File: src/rtl/mem_arbiter_rr_if.sv
// mem_arbiter_rr_if: requester-side and memory-side bus bundle
// for the N-port round-robin memory arbiter.
interface mem_arbiter_rr_if #(
  parameter int NUM_PORTS  = 2,
  parameter int ADDR_WIDTH = 16,
  parameter int DATA_WIDTH = 16
);
  localparam int IDX_WIDTH =
    (NUM_PORTS > 1) ? $clog2(NUM_PORTS) : 1;

  logic [NUM_PORTS-1:0]            req_read;
  logic [NUM_PORTS-1:0]            req_write;
  logic [NUM_PORTS*ADDR_WIDTH-1:0] req_addr;
  logic [NUM_PORTS*DATA_WIDTH-1:0] req_wdata;
  logic [NUM_PORTS-1:0]            req_resp;
  logic [DATA_WIDTH-1:0]           req_rdata;
  logic                            mem_read;
  logic                            mem_write;
  logic [ADDR_WIDTH-1:0]           mem_address;
  logic [DATA_WIDTH-1:0]           mem_wdata;
  logic                            mem_resp;
  logic [DATA_WIDTH-1:0]           mem_rdata;
  logic                            busy;
  logic [IDX_WIDTH-1:0]            grant_idx;

  modport master (
    input  req_read, req_write, req_addr, req_wdata,
    input  mem_resp, mem_rdata,
    output req_resp, req_rdata,
    output mem_read, mem_write, mem_address, mem_wdata,
    output busy, grant_idx
  );

  modport slave (
    output req_read, req_write, req_addr, req_wdata,
    output mem_resp, mem_rdata,
    input  req_resp, req_rdata,
    input  mem_read, mem_write, mem_address, mem_wdata,
    input  busy, grant_idx
  );
endinterface

File: src/rtl/mem_arbiter_rr.sv
// mem_arbiter_rr: N-port round-robin arbiter onto one memory port.
// Define MEM_ARB_PORT0_PRIORITY_EN to give port 0 absolute priority.
module mem_arbiter_rr #(
  parameter int NUM_PORTS  = 2,
  parameter int ADDR_WIDTH = 16,
  parameter int DATA_WIDTH = 16
) (
  input logic              clk,
  input logic              rst_n,
  mem_arbiter_rr_if.master bus
);
  localparam int IDX_WIDTH =
    (NUM_PORTS > 1) ? $clog2(NUM_PORTS) : 1;

  typedef enum logic {IDLE, BUSY} state_t;

  state_t                 state, state_n;
  logic [IDX_WIDTH-1:0]   last_grant, last_grant_n;
  logic [IDX_WIDTH-1:0]   grant_idx, grant_idx_n;
  logic [IDX_WIDTH-1:0]   sel_idx;
  logic                   sel_found;
  logic                   cmd_read, cmd_read_n;
  logic                   cmd_write, cmd_write_n;
  logic [ADDR_WIDTH-1:0]  cmd_addr, cmd_addr_n;
  logic [DATA_WIDTH-1:0]  cmd_wdata, cmd_wdata_n;
  logic [NUM_PORTS-1:0]   reqs, rr_reqs;
  logic [ADDR_WIDTH-1:0]  addr_a  [NUM_PORTS];
  logic [DATA_WIDTH-1:0]  wdata_a [NUM_PORTS];

  assign reqs = bus.req_read | bus.req_write;

`ifdef MEM_ARB_PORT0_PRIORITY_EN
  assign rr_reqs = reqs & ~NUM_PORTS'(1);
`else
  assign rr_reqs = reqs;
`endif

  for (genvar i = 0; i < NUM_PORTS; i++) begin : g_unpack
    assign addr_a[i]  = bus.req_addr[i*ADDR_WIDTH +: ADDR_WIDTH];
    assign wdata_a[i] = bus.req_wdata[i*DATA_WIDTH +: DATA_WIDTH];
  end

  // Scan from the port after the last winner, wrapping around.
  always_comb begin
    logic [IDX_WIDTH-1:0] p;
    p         = '0;
    sel_found = 1'b0;
    sel_idx   = '0;
    for (int k = 1; k <= NUM_PORTS; k++) begin
      p = IDX_WIDTH'((int'(last_grant) + k) % NUM_PORTS);
      if (!sel_found && rr_reqs[p]) begin
        sel_found = 1'b1;
        sel_idx   = p;
      end
    end
`ifdef MEM_ARB_PORT0_PRIORITY_EN
    if (reqs[0]) begin
      sel_found = 1'b1;
      sel_idx   = '0;
    end
`endif
  end

  always_comb begin
    state_n      = state;
    last_grant_n = last_grant;
    grant_idx_n  = grant_idx;
    cmd_read_n   = cmd_read;
    cmd_write_n  = cmd_write;
    cmd_addr_n   = cmd_addr;
    cmd_wdata_n  = cmd_wdata;
    bus.req_resp = '0;
    unique case (state)
      IDLE: begin
        if (sel_found) begin
          state_n     = BUSY;
          grant_idx_n = sel_idx;
          cmd_write_n = bus.req_write[sel_idx];
          cmd_read_n  = bus.req_read[sel_idx] &
                        ~bus.req_write[sel_idx];
          cmd_addr_n  = addr_a[sel_idx];
          cmd_wdata_n = wdata_a[sel_idx];
        end
      end
      BUSY: begin
        if (bus.mem_resp) begin
          bus.req_resp[grant_idx] = rst_n;
          state_n = IDLE;
`ifdef MEM_ARB_PORT0_PRIORITY_EN
          if (grant_idx != '0) last_grant_n = grant_idx;
`else
          last_grant_n = grant_idx;
`endif
        end
      end
      default: state_n = IDLE;
    endcase
  end

  always_ff @(posedge clk) begin
    if (!rst_n) begin
      state      <= IDLE;
      last_grant <= IDX_WIDTH'(NUM_PORTS - 1);
      grant_idx  <= '0;
      cmd_read   <= 1'b0;
      cmd_write  <= 1'b0;
      cmd_addr   <= '0;
      cmd_wdata  <= '0;
    end else begin
      state      <= state_n;
      last_grant <= last_grant_n;
      grant_idx  <= grant_idx_n;
      cmd_read   <= cmd_read_n;
      cmd_write  <= cmd_write_n;
      cmd_addr   <= cmd_addr_n;
      cmd_wdata  <= cmd_wdata_n;
    end
  end

  assign bus.busy        = (state == BUSY);
  assign bus.mem_read    = (state == BUSY) & cmd_read;
  assign bus.mem_write   = (state == BUSY) & cmd_write;
  assign bus.mem_address = cmd_addr;
  assign bus.mem_wdata   = cmd_wdata;
  assign bus.grant_idx   = grant_idx;
  assign bus.req_rdata   = bus.mem_rdata;
endmodule

File: src/flat_wrapper.sv
// flat-port wrapper written by rule: the top's interface ports become plain ports
module mem_arbiter_rr_flat 
#(
  parameter int NUM_PORTS  = 2,
  parameter int ADDR_WIDTH = 16,
  parameter int DATA_WIDTH = 16
)
  (clk, rst_n, bus_req_read, bus_req_write, bus_req_addr, bus_req_wdata, bus_mem_resp, bus_mem_rdata, bus_req_resp, bus_req_rdata, bus_mem_read, bus_mem_write, bus_mem_address, bus_mem_wdata, bus_busy, bus_grant_idx);
  mem_arbiter_rr_if #(.NUM_PORTS(NUM_PORTS), .ADDR_WIDTH(ADDR_WIDTH), .DATA_WIDTH(DATA_WIDTH)) bus_i ();
  input logic clk;
  input logic rst_n;
  input wire logic [$bits(bus_i.req_read)-1:0] bus_req_read;
  input wire logic [$bits(bus_i.req_write)-1:0] bus_req_write;
  input wire logic [$bits(bus_i.req_addr)-1:0] bus_req_addr;
  input wire logic [$bits(bus_i.req_wdata)-1:0] bus_req_wdata;
  input wire logic [$bits(bus_i.mem_resp)-1:0] bus_mem_resp;
  input wire logic [$bits(bus_i.mem_rdata)-1:0] bus_mem_rdata;
  output wire logic [$bits(bus_i.req_resp)-1:0] bus_req_resp;
  output wire logic [$bits(bus_i.req_rdata)-1:0] bus_req_rdata;
  output wire logic [$bits(bus_i.mem_read)-1:0] bus_mem_read;
  output wire logic [$bits(bus_i.mem_write)-1:0] bus_mem_write;
  output wire logic [$bits(bus_i.mem_address)-1:0] bus_mem_address;
  output wire logic [$bits(bus_i.mem_wdata)-1:0] bus_mem_wdata;
  output wire logic [$bits(bus_i.busy)-1:0] bus_busy;
  output wire logic [$bits(bus_i.grant_idx)-1:0] bus_grant_idx;
  assign bus_i.req_read = bus_req_read;
  assign bus_i.req_write = bus_req_write;
  assign bus_i.req_addr = bus_req_addr;
  assign bus_i.req_wdata = bus_req_wdata;
  assign bus_i.mem_resp = bus_mem_resp;
  assign bus_i.mem_rdata = bus_mem_rdata;
  assign bus_req_resp = bus_i.req_resp;
  assign bus_req_rdata = bus_i.req_rdata;
  assign bus_mem_read = bus_i.mem_read;
  assign bus_mem_write = bus_i.mem_write;
  assign bus_mem_address = bus_i.mem_address;
  assign bus_mem_wdata = bus_i.mem_wdata;
  assign bus_busy = bus_i.busy;
  assign bus_grant_idx = bus_i.grant_idx;
  mem_arbiter_rr #(.NUM_PORTS(NUM_PORTS), .ADDR_WIDTH(ADDR_WIDTH), .DATA_WIDTH(DATA_WIDTH)) u_core (.clk(clk), .rst_n(rst_n), .bus(bus_i));
endmodule
File: config.mk
export PLATFORM = sky130hd
export DESIGN_NAME = mem_arbiter_rr_flat
export DESIGN_NICKNAME = d
export VERILOG_FILES = /design/src/rtl/mem_arbiter_rr_if.sv /design/src/rtl/mem_arbiter_rr.sv /design/src/flat_wrapper.sv
export SDC_FILE = /design/constraint.sdc
export NUM_CORES = 1
export LEC_CHECK = 0
export ABC_AREA = 1
export CORE_MARGIN = 2
export CORE_UTILIZATION = 38
export CTS_CLUSTER_DIAMETER = 40
export DETAILED_ROUTE_END_ITERATION = 7
export PLACE_DENSITY = 0.92
export SETUP_SLACK_MARGIN = 0.15
export SYNTH_ARGS = -nofsm -noshare
export SYNTH_HDL_FRONTEND = slang
export SYNTH_SLANG_ARGS = --single-unit
export TNS_END_PERCENT = 30
File: constraint.sdc
create_clock -name clk -period 1.51 [get_ports clk]
set_clock_uncertainty 0.2 [all_clocks]
set_input_delay 0.302 -clock clk [delete_from_list [all_inputs] [get_ports clk]]
set_output_delay 0.302 -clock clk [all_outputs]
set_load 0.02 [all_outputs]
* Word-level counts from Yosys, hierarchy flattened
Index checks and enable logic that the tools add are counted.
** Cells by class
- Add/subtract/negate cells :: 2
- Reduce and logical (&&, ||, !) cells :: 5
- Muxes and demuxes :: 25
- Bitwise gates (word level) :: 8
- Magnitude comparators :: 6
** Operators by type and width (count)
- $mux W16 :: 6
- $mux W1 :: 15
- $lt A1 B2 Y1 const B :: 4
- $mux W2 :: 2
- $reduce_and A2 Y1 :: 2
- $and A1 B1 Y1 :: 3
- $add A1 B1 Y1 const B :: 2
- $and A2 B2 Y2 :: 1
- $ge A2 B2 Y1 const B :: 1
- $logic_and A1 B1 Y1 :: 2
- $not A1 Y1 :: 2
- $not A1 Y2 :: 1
- $or A2 B2 Y2 :: 1
- $pmux W1 S2 :: 1
- $demux W1 S1 :: 1
- $ge A1 B1 Y1 const B :: 1
- $logic_not A1 Y1 :: 1
** Storage, ports and cells
- Bits in registers :: 37
- Word-level logic and storage cells :: 53

* Logic depth before layout (Yosys ltp)
- Depth after elaboration :: 11
- Gate-level depth with buffers :: 7

* Worst setup path after synthesis
Ideal clock, no wire load.
- Path type :: flip-flop to output port
- From :: register u_core.state, in the netlist u_core.bus.busy
- To :: output bus_req_resp[1]
- Slack :: -0.184 ns
- Data arrival time :: 1.192 ns
- Cell stages (with the launch flop) :: 3
- Data required time :: 1.008 ns
- Cell sequence :: dfxtp_1 > nand2_1 > nor3b_1
** On the way
- Cells in the longest elaborated chain, start to end :: 1
** Ends and longest elaborated chain
- start, declared :: line mem_arbiter_rr.sv:17 : state_t state, state_n;
- start signal, assigned :: line mem_arbiter_rr.sv:110 : state <= state_n;
- $mux W2 :: line mem_arbiter_rr.sv:73 : unique case (state)
- end, declared :: line flat_wrapper.sv:18 : output wire logic [$bits(bus_i.req_resp)-1:0] bus_req_resp;
Every way passes these cells.

* Worst setup path in the final report
Ends and elaborated chain as after synthesis.

==> impl_metrics.yaml <==
run_status:
  run_status: "finished with violations"
  violations: "setup timing"
final_layout:
  finalInstanceArea_um2: 4020
  area_growth_pct: 68.2
  drive_gt1_frac: 0.418
  num-nets-final: 526
  fillers: 499
  antenna_cells: 0
grt:
  grt_pass1_wl_um: 10300
  grt_max_degree: 36
  grt_pass1_vias: 2298
  grt_overflow: 0
  antenna_found_initial: 0
  grt_usage: 0.178
hold_path:
  min_to: "u_core.cmd_write$_SDFFE_PN0P_"
  worstHoldStart: "bus_req_write[0]"
  min_path_type: "primary input to register"
  min_path_cells: 3
power_and_ir_drop:
  ir_drop_uv: 392
  combPwrFrac: 0.407
  cellPowerDensity_nw_per_um2: 755
  p_leak_nw: 1.98
  net-switching-power_w: 0.00105
  p_clk_frac: 0.218
  p_int_w: 0.00198
  p_sw_frac: 0.347
  p_seq_frac: 0.375
logic_synthesis:
  synth.avg_cell_area_um2: 7.29
  syn_area_um2: 2390
  postSynthCellCount: 328
  ys_seq_area_frac: 0.310
  ys_ff_latch: 37
  yosys_warnings: 0
  synth_nets: 415
  yosysUniqueCellTypes: 25
floorplanning:
  coreArea_um2: 5990
  fp-row-count: 28
  die_w_um: 83.3
  dieArea_um2: 6940
  die_h_um: 83.3
  start_util: 0.399
  io_pins: 141
worst_setup_path:
  end_kind: "primary output"
  start_kind: "register"
  worstPathRequired_ns: 1.01
  r2r_end: "u_core.bus.mem_address[14]$_SDFFE_PN0P_"
  path_cells: "nand2_4, nor3b_4, buf_6"
  path_max_fanout: 3
  arrival_ns: 1.04
  criticalPathCategory: "register to primary output"
  max_stage_delay_ns: 0.36
  rrSetupSlack_ns: 0.03
  cpMaxStageDelayCell: "dfxtp_2"
  rr_startpoint: "u_core.bus.busy$_SDFF_PN0_"
  worstRegToRegCells: 8
drt:
  drt_first_pass_iters: 4
  drc: 0
  via_per_inst: 4.79
  drtIter0Drc: 136
  via_count: 2467
  ant_nets: 0
  routed_wl_um: 7590
  wl_per_cell_um: 14.7
timing:
  hold_viol: 0
  setup_viol: 2
  min_period_over_period: 1.02
  fin_crit_ns: 1.55
  max_slew_margin: 0.630
  slew_viol_final: 0
  max_freq_mhz: 647
  hold_ws_ns: 0.174
  grt_setup_unrepaired: "yes"
  setup_ws_ns: -0.0356
  tightest_slew_ns: 0.555
clocking:
  cts-root-buf: "clkbuf_8"
  cts_buffers: 5
  clk_latency_ns: 0.28
  htreeDepth: 2
  cts_tree: "done"
  clock-sinks: 37
  clock_path_buffers: 2
  path_clk_slew_ns: 0.07
  cts_hold_buf: 0
place:
  gp_congestion: 0.867
  dp_hpwl_um: 4580
  numPortBuffers: 108
  dpl-instance-area_um2: 3480
job:
  max-cap-violations: 0
-- layout make-up --
class / instances / area, µm² / share of cell area
flip-flops and latches: 37 / 751 / 0.187
clock buffers: 8 / 80.1 / 0.0199
inverters: 73 / 303 / 0.0753
repair buffers: 133 / 1290 / 0.322
repair inverters: 5 / 98.8 / 0.0246
well taps: 75 / 93.8 / 0.0233
multi-input cells: 184 / 1400 / 0.348
-- placed cells by master (no fill, tap or decap), types with 2 or more instances in the layout --
| cell | count |
|---|---|
| clkbuf_1 | 3 |
| nand2_1 | 49 |
| nand2_4 | 12 |
| nand3_1 | 33 |
| inv_1 | 67 |
| clkinv_8 | 2 |
| o21ai_2 | 2 |
| nand2_2 | 11 |
| inv_2 | 4 |
| a21oi_2 | 34 |
| clkdlybuf4s50_1 | 64 |
| nor2_1 | 2 |
| buf_4 | 14 |
| buf_2 | 29 |
| clkbuf_2 | 2 |
| dlygate4sd2_1 | 2 |
| clkbuf_16 | 3 |
| buf_6 | 7 |
| nor2_2 | 2 |
| clkdlybuf4s15_1 | 2 |
| clkbuf_8 | 5 |
| nand3_2 | 18 |
| dfxtp_2 | 5 |
| dfxtp_1 | 31 |
| buf_12 | 8 |
| nand3_4 | 13 |
| clkinv_16 | 2 |
-- timing repair --
action / 4_1_cts / 5_1_grt
gates resized for setup: 175 / 92
setup endpoints to repair: 74 / 41
cloned: 0 / 8
pin swaps: 5 / 44
setup buffers: 1 / 7
-- logic make-up (layout without fill, tap and decap cells) --
logic type      after synthesis  after routing  share of synthesized area
buf+inv                     107            219                      0.225
flops                        37             37                      0.310
simple gates                144            144                      0.330
compound gates               40             40                      0.136
-- critical path, delay by kind of cell, from the launching register on --
family	cells	cell delay, ns
buffers and inverters	1	0.14
flip-flops	1	0.36
AND/OR/NAND/NOR	2	0.26
-- power by group through the flow --
| stage | Combinational, W | Sequential [W] | Clock [W] |
|---|---|---|---|
| floorplan | 0.000524 | 0.00124 | 0 |
| global placement | 0.000991 | 0.00114 | 0 |
| detailed placement | 0.00101 | 0.00114 | 0 |
| CTS | 0.000954 | 0.00112 | 0.000687 |
| global route | 0.00132 | 0.00115 | 0.000715 |
| finish | 0.00123 | 0.00114 | 0.000662 |
-- worst max path at each step --
stage                            to  depth (start not counted)                        from  slack (ns)
floorplan           bus_req_resp[1]                          2  u_core.bus.busy$_SDFF_PN0_        0.16
global placement    bus_req_resp[1]                          4                bus_mem_resp       -0.65
detailed placement  bus_req_resp[1]                          4                bus_mem_resp       -0.69
CTS                 bus_req_resp[1]                          3  u_core.bus.busy$_SDFF_PN0_       -0.03
global route        bus_req_resp[1]                          3  u_core.bus.busy$_SDFF_PN0_       -0.06
finish              bus_req_resp[1]                          3  u_core.bus.busy$_SDFF_PN0_       -0.04
-- cells in the mapped netlist --
master,number,area [µm²]
a21oi_1,6,30.0
a21oi_2,29,254
a31oi_1,1,6.26
buf_1,1,3.75
buf_12,3,60.1
buf_2,6,30.0
buf_4,18,135
clkbuf_1,5,18.8
clkbuf_4,1,7.51
dfxtp_1,37,741
inv_1,69,259
inv_2,3,11.3
inv_8,1,11.3
nand2_1,70,263
nand2_2,2,12.5
nand2_4,1,11.3
nand3_1,35,175
nand3_2,29,290
nor2_1,3,11.3
nor2_2,2,12.5
nor3_1,1,5.00
nor3b_1,1,7.51
o211ai_1,1,7.51
o21ai_1,2,10.0
o21ai_4,1,16.3
-- state kept, by name, summed over array words and instances, names as in the netlist --
signal,flops
u_core.bus.mem_wdata,16
u_core.bus.busy,1
u_core.bus.mem_address,16
u_core.bus.grant_idx,1
u_core.last_grant,1
u_core.cmd_write,1
u_core.cmd_read,1
-- routing by layer --
layer,global-route usage,wire length (µm),vias up
li1,-,-,1215
met1,0.201,3110,1150
met2,0.327,3980,93
met3,0.0417,416,9
met4,0.0581,83,0
met5,0,0,-
-- per-stage QoR --
step	worst slack, ns	util	power (W)	instances	TNS (ns)
final	-0.0356	0.671	0.00304	515	-0.0360
after global routing	-0.0634	0.671	0.00318	515	-0.151
after CTS	-0.0323	0.572	0.00276	500	-0.0859
after detailed placement	-0.690	0.581	0.00215	491	-15.63
after global placement	-0.651	0.581	0.00213	491	-14.34
after floorplan	0.156	-	0.00176	328	0
Power figures use the tool's default switching activity.
==> patch 1 (same flow settings) <==
`DATA_WIDTH` is set to 16 in 3 places; all go to 32.
--- a/src/rtl/mem_arbiter_rr_if.sv
+++ b/src/rtl/mem_arbiter_rr_if.sv
@@ -4,5 +4,5 @@
   parameter int NUM_PORTS  = 2,
   parameter int ADDR_WIDTH = 16,
-  parameter int DATA_WIDTH = 16
+  parameter int DATA_WIDTH = 32
 );
   localparam int IDX_WIDTH =
--- a/src/rtl/mem_arbiter_rr.sv
+++ b/src/rtl/mem_arbiter_rr.sv
@@ -4,5 +4,5 @@
   parameter int NUM_PORTS  = 2,
   parameter int ADDR_WIDTH = 16,
-  parameter int DATA_WIDTH = 16
+  parameter int DATA_WIDTH = 32
 ) (
   input logic              clk,
--- a/src/flat_wrapper.sv
+++ b/src/flat_wrapper.sv
@@ -4,5 +4,5 @@
   parameter int NUM_PORTS  = 2,
   parameter int ADDR_WIDTH = 16,
-  parameter int DATA_WIDTH = 16
+  parameter int DATA_WIDTH = 32
 )
   (clk, rst_n, bus_req_read, bus_req_write, bus_req_addr, bus_req_wdata, bus_mem_resp, bus_mem_rdata, bus_req_resp, bus_req_rdata, bus_mem_read, bus_mem_write, bus_mem_address, bus_mem_wdata, bus_busy, bus_grant_idx);
Ports: changed (resized bus_mem_rdata, bus_mem_wdata, bus_req_rdata and bus_req_wdata); port bits go from 141 to 221. The function was not compared with the original's and may differ.
==> patch 1 against the original RTL <==
The run still ends with setup timing left. Worst setup slack got worse by 0.050 ns. Sequential cell count rose by 16. Count of clock-buffer cells in the layout did not move. Power rose by 30%. Synthesized area rose by 43%. Design area rose by 29%. Wire length rose by 43%. Critical path depth did not move. Critical path type unchanged. Highest routed layer unchanged.
==> patch 1: results <==
metrics = {
    "placed_design": {
        "placed_area_mm2": 0.00496,
        "io_buffers": 156,
        "placed_cells": 706,
        "gp_congestion": 0.835,
        "pre_cts_slack_ns": -0.722,
        "dpl.hpwl_mm": 7.26,
    },
    "timing": {
        "setup_ws_ns": -0.0856,
        "tns_ns": -0.258,
        "finalSetupViolCount": 4,
        "tightest_slew_ns": 0.423,
    },
    "route": {
        "met2_length_mm": 5.36,
        "wl_mm": 10.9,
        "drt-initial-drc-count": 118,
        "dr_wl_met3_um": 701,
        "dr.pass1.iters": 5,
        "wl_per_cell_um": 15.0,
        "wirelength_met1_mm": 4.43,
    },
    "synthesis": {
        "ys_types": 26,
        "synth_compound_area_frac": 0.106,
        "syn_nets": 619,
        "netlist_instances": 484,
        "synth_common_cells": "nand2_1 (103), inv_1 (101), nand3_1 (56)",
        "ys_seq_area_frac": 0.311,
        "synthTopCellsByArea": "dfxtp_1 (31%), nand3_2 (12%), nand2_1 (11%), inv_1 (11%), nand3_1 (8.2%)",
    },
    "final_layout": {
        "layout-drive-gt1-share": 0.314,
        "nets": 752,
        "multi_input_area_mm2": 0.00167,
    },
    "grt": {
        "gr-usage-met3": 0.0404,
        "track_usage": 0.199,
        "grt_pass1_wl_mm": 16.2,
        "grt_use_met1": 0.229,
        "grt_max_degree": 34,
    },
    "clock_tree": {
        "post_cts_resized": 260,
        "clk_pin_slew_worst_paths_ns": 0.10,
        "cts_setup_buffers": 2,
        "clk_latency_ns": 0.30,
    },
    "power_and_ir_drop": {
        "power_w": 0.00394,
        "p_clk_frac": 0.201,
        "p_leak_nw": 2.58,
    },
    "run_status": {
        "violations": "setup timing",
        "status": "finished, violations left",
    },
    "setup_path": {
        "worstPathArrival_ns": 1.09,
    },
}
## patch 1: cell types whose count changed in the layout (fill, tap and decap cells not counted), sizes merged
cell and delta:
clkinv -3, nand3 +32, clkdlybuf4s50 +32, clkdlybuf4s15 -2
inv +30, a21oi +16, nand2 +32, buf +19
dlygate4sd2 +2, dfxtp +16, clkbuf +4
## patch 1: cell type report
class | count | share of cell area
inverter | 105 | 0.0787
sequential | 53 | 0.205
tap | 108 | 0.0260
clock buffer | 8 | 0.0154
multi-input combinational | 264 | 0.321
timing repair buffer | 188 | 0.354
## patch 1: final timing paths
check	slack (ns)	endpoint	cells after the start	from
max	-0.09	bus_req_resp[0]	3	u_core.bus.busy
min	0.14	u_core.cmd_write	3	bus_req_write[0]
max reg2reg	0.05	u_core.cmd_write	7	u_core.bus.busy
min reg2reg	0.26	u_core.bus.mem_wdata[14]	2	u_core.bus.mem_wdata[14]
==> patch 2 (config.mk and constraints unchanged) <==
Without the edit above. `cmd_addr` and `cmd_wdata` no longer have a reset.
--- a/src/rtl/mem_arbiter_rr.sv
+++ b/src/rtl/mem_arbiter_rr.sv
@@ -105,6 +105,4 @@
       cmd_read   <= 1'b0;
       cmd_write  <= 1'b0;
-      cmd_addr   <= '0;
-      cmd_wdata  <= '0;
     end else begin
       state      <= state_n;
@@ -113,7 +111,10 @@
       cmd_read   <= cmd_read_n;
       cmd_write  <= cmd_write_n;
-      cmd_addr   <= cmd_addr_n;
-      cmd_wdata  <= cmd_wdata_n;
     end
+  end
+
+  always_ff @(posedge clk) begin
+    cmd_addr  <= cmd_addr_n;
+    cmd_wdata <= cmd_wdata_n;
   end
 
Behaviour: not the same (Yosys sat finds a counterexample within 4 cycles, from zero or initial values and one cycle with rst_n low).
==> patch 2 against the original RTL <==
The flow still finishes with violations (setup timing). Hold slack better by 0.045 ns. Synthesized area decreased by 24%. First-iteration DRC count decreased by 49%. Wire length down 36%. Combinational power fell by 32%. Design area down 24%. Power shrank 9.6%. Non-clock buffer count decreased by 11. Sequential power grew 12%. Sequential cell count stayed put. Count of clock-buffer cells in the layout decreased by 3. Final cell count is 32% lower. Worst setup slack gained 0.0081 ns. Critical endpoint unchanged. Largest cell class is now buffers.
==> patch 2: results <==
metrics = {
    "synthesis": {
        "ys_seq_area_frac": 0.586,
        "ys_types": 17,
        "synth_common_cells": "nand2_1 (95), edfxtp_1 (32), buf_4 (16)",
        "ys.flop_type": "edfxtp_1",
        "synthTopCellsByArea": "edfxtp_1 (53%), nand2_1 (20%), buf_4 (6.6%), dfxtp_1 (5.5%), nand2_2 (3.8%)",
        "synth-edff-count": 32,
        "avgSynthCellArea_um2": 9.57,
    },
    "route": {
        "vias": 1635,
        "wl_mm": 4.83,
        "dr_wl_met3_um": 333,
        "wirelength_met1_mm": 1.83,
        "drt-initial-drc-count": 70,
    },
    "grt": {
        "grt_pass1_wl_mm": 7.32,
        "grt_max_degree": 18,
        "track_usage": 0.182,
        "gr-usage-met3": 0.0359,
        "use_met2": 0.334,
    },
    "worst_hold_path": {
        "min_from": "bus_req_read[0]",
        "min-delay-path-class": "input pin to flip-flop",
        "hold-path-cell-count": 5,
        "min_to": "u_core.bus.busy",
    },
    "setup_path": {
        "reg2reg_depth": 6,
        "reg2reg_slack_ns": 0.08,
        "critPathMaxFanout": 2,
        "worstReg2RegStart": "u_core.last_grant",
        "max_stage_delay_ns": 0.33,
        "reg2reg_to": "u_core.bus.mem_wdata[13]",
    },
    "timing": {
        "finalSetupViolCount": 1,
        "slew_headroom": 0.872,
        "setup_ws_ns": -0.0275,
        "tns_ns": -0.0275,
        "fin_hold_ws_ns": 0.219,
    },
    "final_layout": {
        "fillers": 388,
        "fin_cells": 350,
        "nets": 384,
    },
    "run_status": {
        "violations": "setup timing",
        "status": "finished, violations left",
    },
    "placed_design": {
        "pre_cts_slack_ns": -0.765,
        "placed_area_mm2": 0.00286,
        "gp_congestion": 0.748,
        "dpl.hpwl_mm": 3.48,
        "placed_cells": 340,
        "io_buffers": 108,
    },
    "power_and_ir_drop": {
        "seq_power_w": 0.00128,
        "power_w": 0.00274,
        "power_frac_comb": 0.306,
        "ir_drop_mv": 0.441,
        "swShare": 0.286,
        "p_leak_nw": 1.42,
    },
    "floorplanning": {
        "fp-row-count": 25,
    },
    "clock_tree": {
        "cts_setup_buffers": 2,
        "post_cts_resized": 193,
        "cts_buffer_depth": 2,
    },
}
patch 2: cell count changes after synthesis, sizes merged, moves of 30 or more:
cell,before,now
a21oi,35,5
inv,73,9
dfxtp,37,5
nand3,64,0
edfxtp,0,32
nand2,73,106
patch 2: worst min-delay path, delay by kind of cell:
family | cells | cell delay, ns
AOI/OAI and AO/OA | 1 | 0.08
and+or+nand+nor | 2 | 0.12
buffers and inverters | 2 | 0.17
patch 2: layout make-up:
cell class	instances	area (µm²)	area share
clock buffer	5	68.8	0.0224
clock inverter	1	5.00	0.00163
inverter	9	66.3	0.0216
multi-input combinational	121	653	0.213
sequential	37	1060	0.347
tap	54	67.6	0.0220
timing repair buffer	122	1110	0.362
timing repair inverter	1	30.0	0.00980
patch 2: logic make-up after synthesis:
kind of cell    count (synthesis)  synth area share
compound gates                  8            0.0297
buf+inv                        31             0.130
flops                          37             0.586
simple gates                  113             0.254
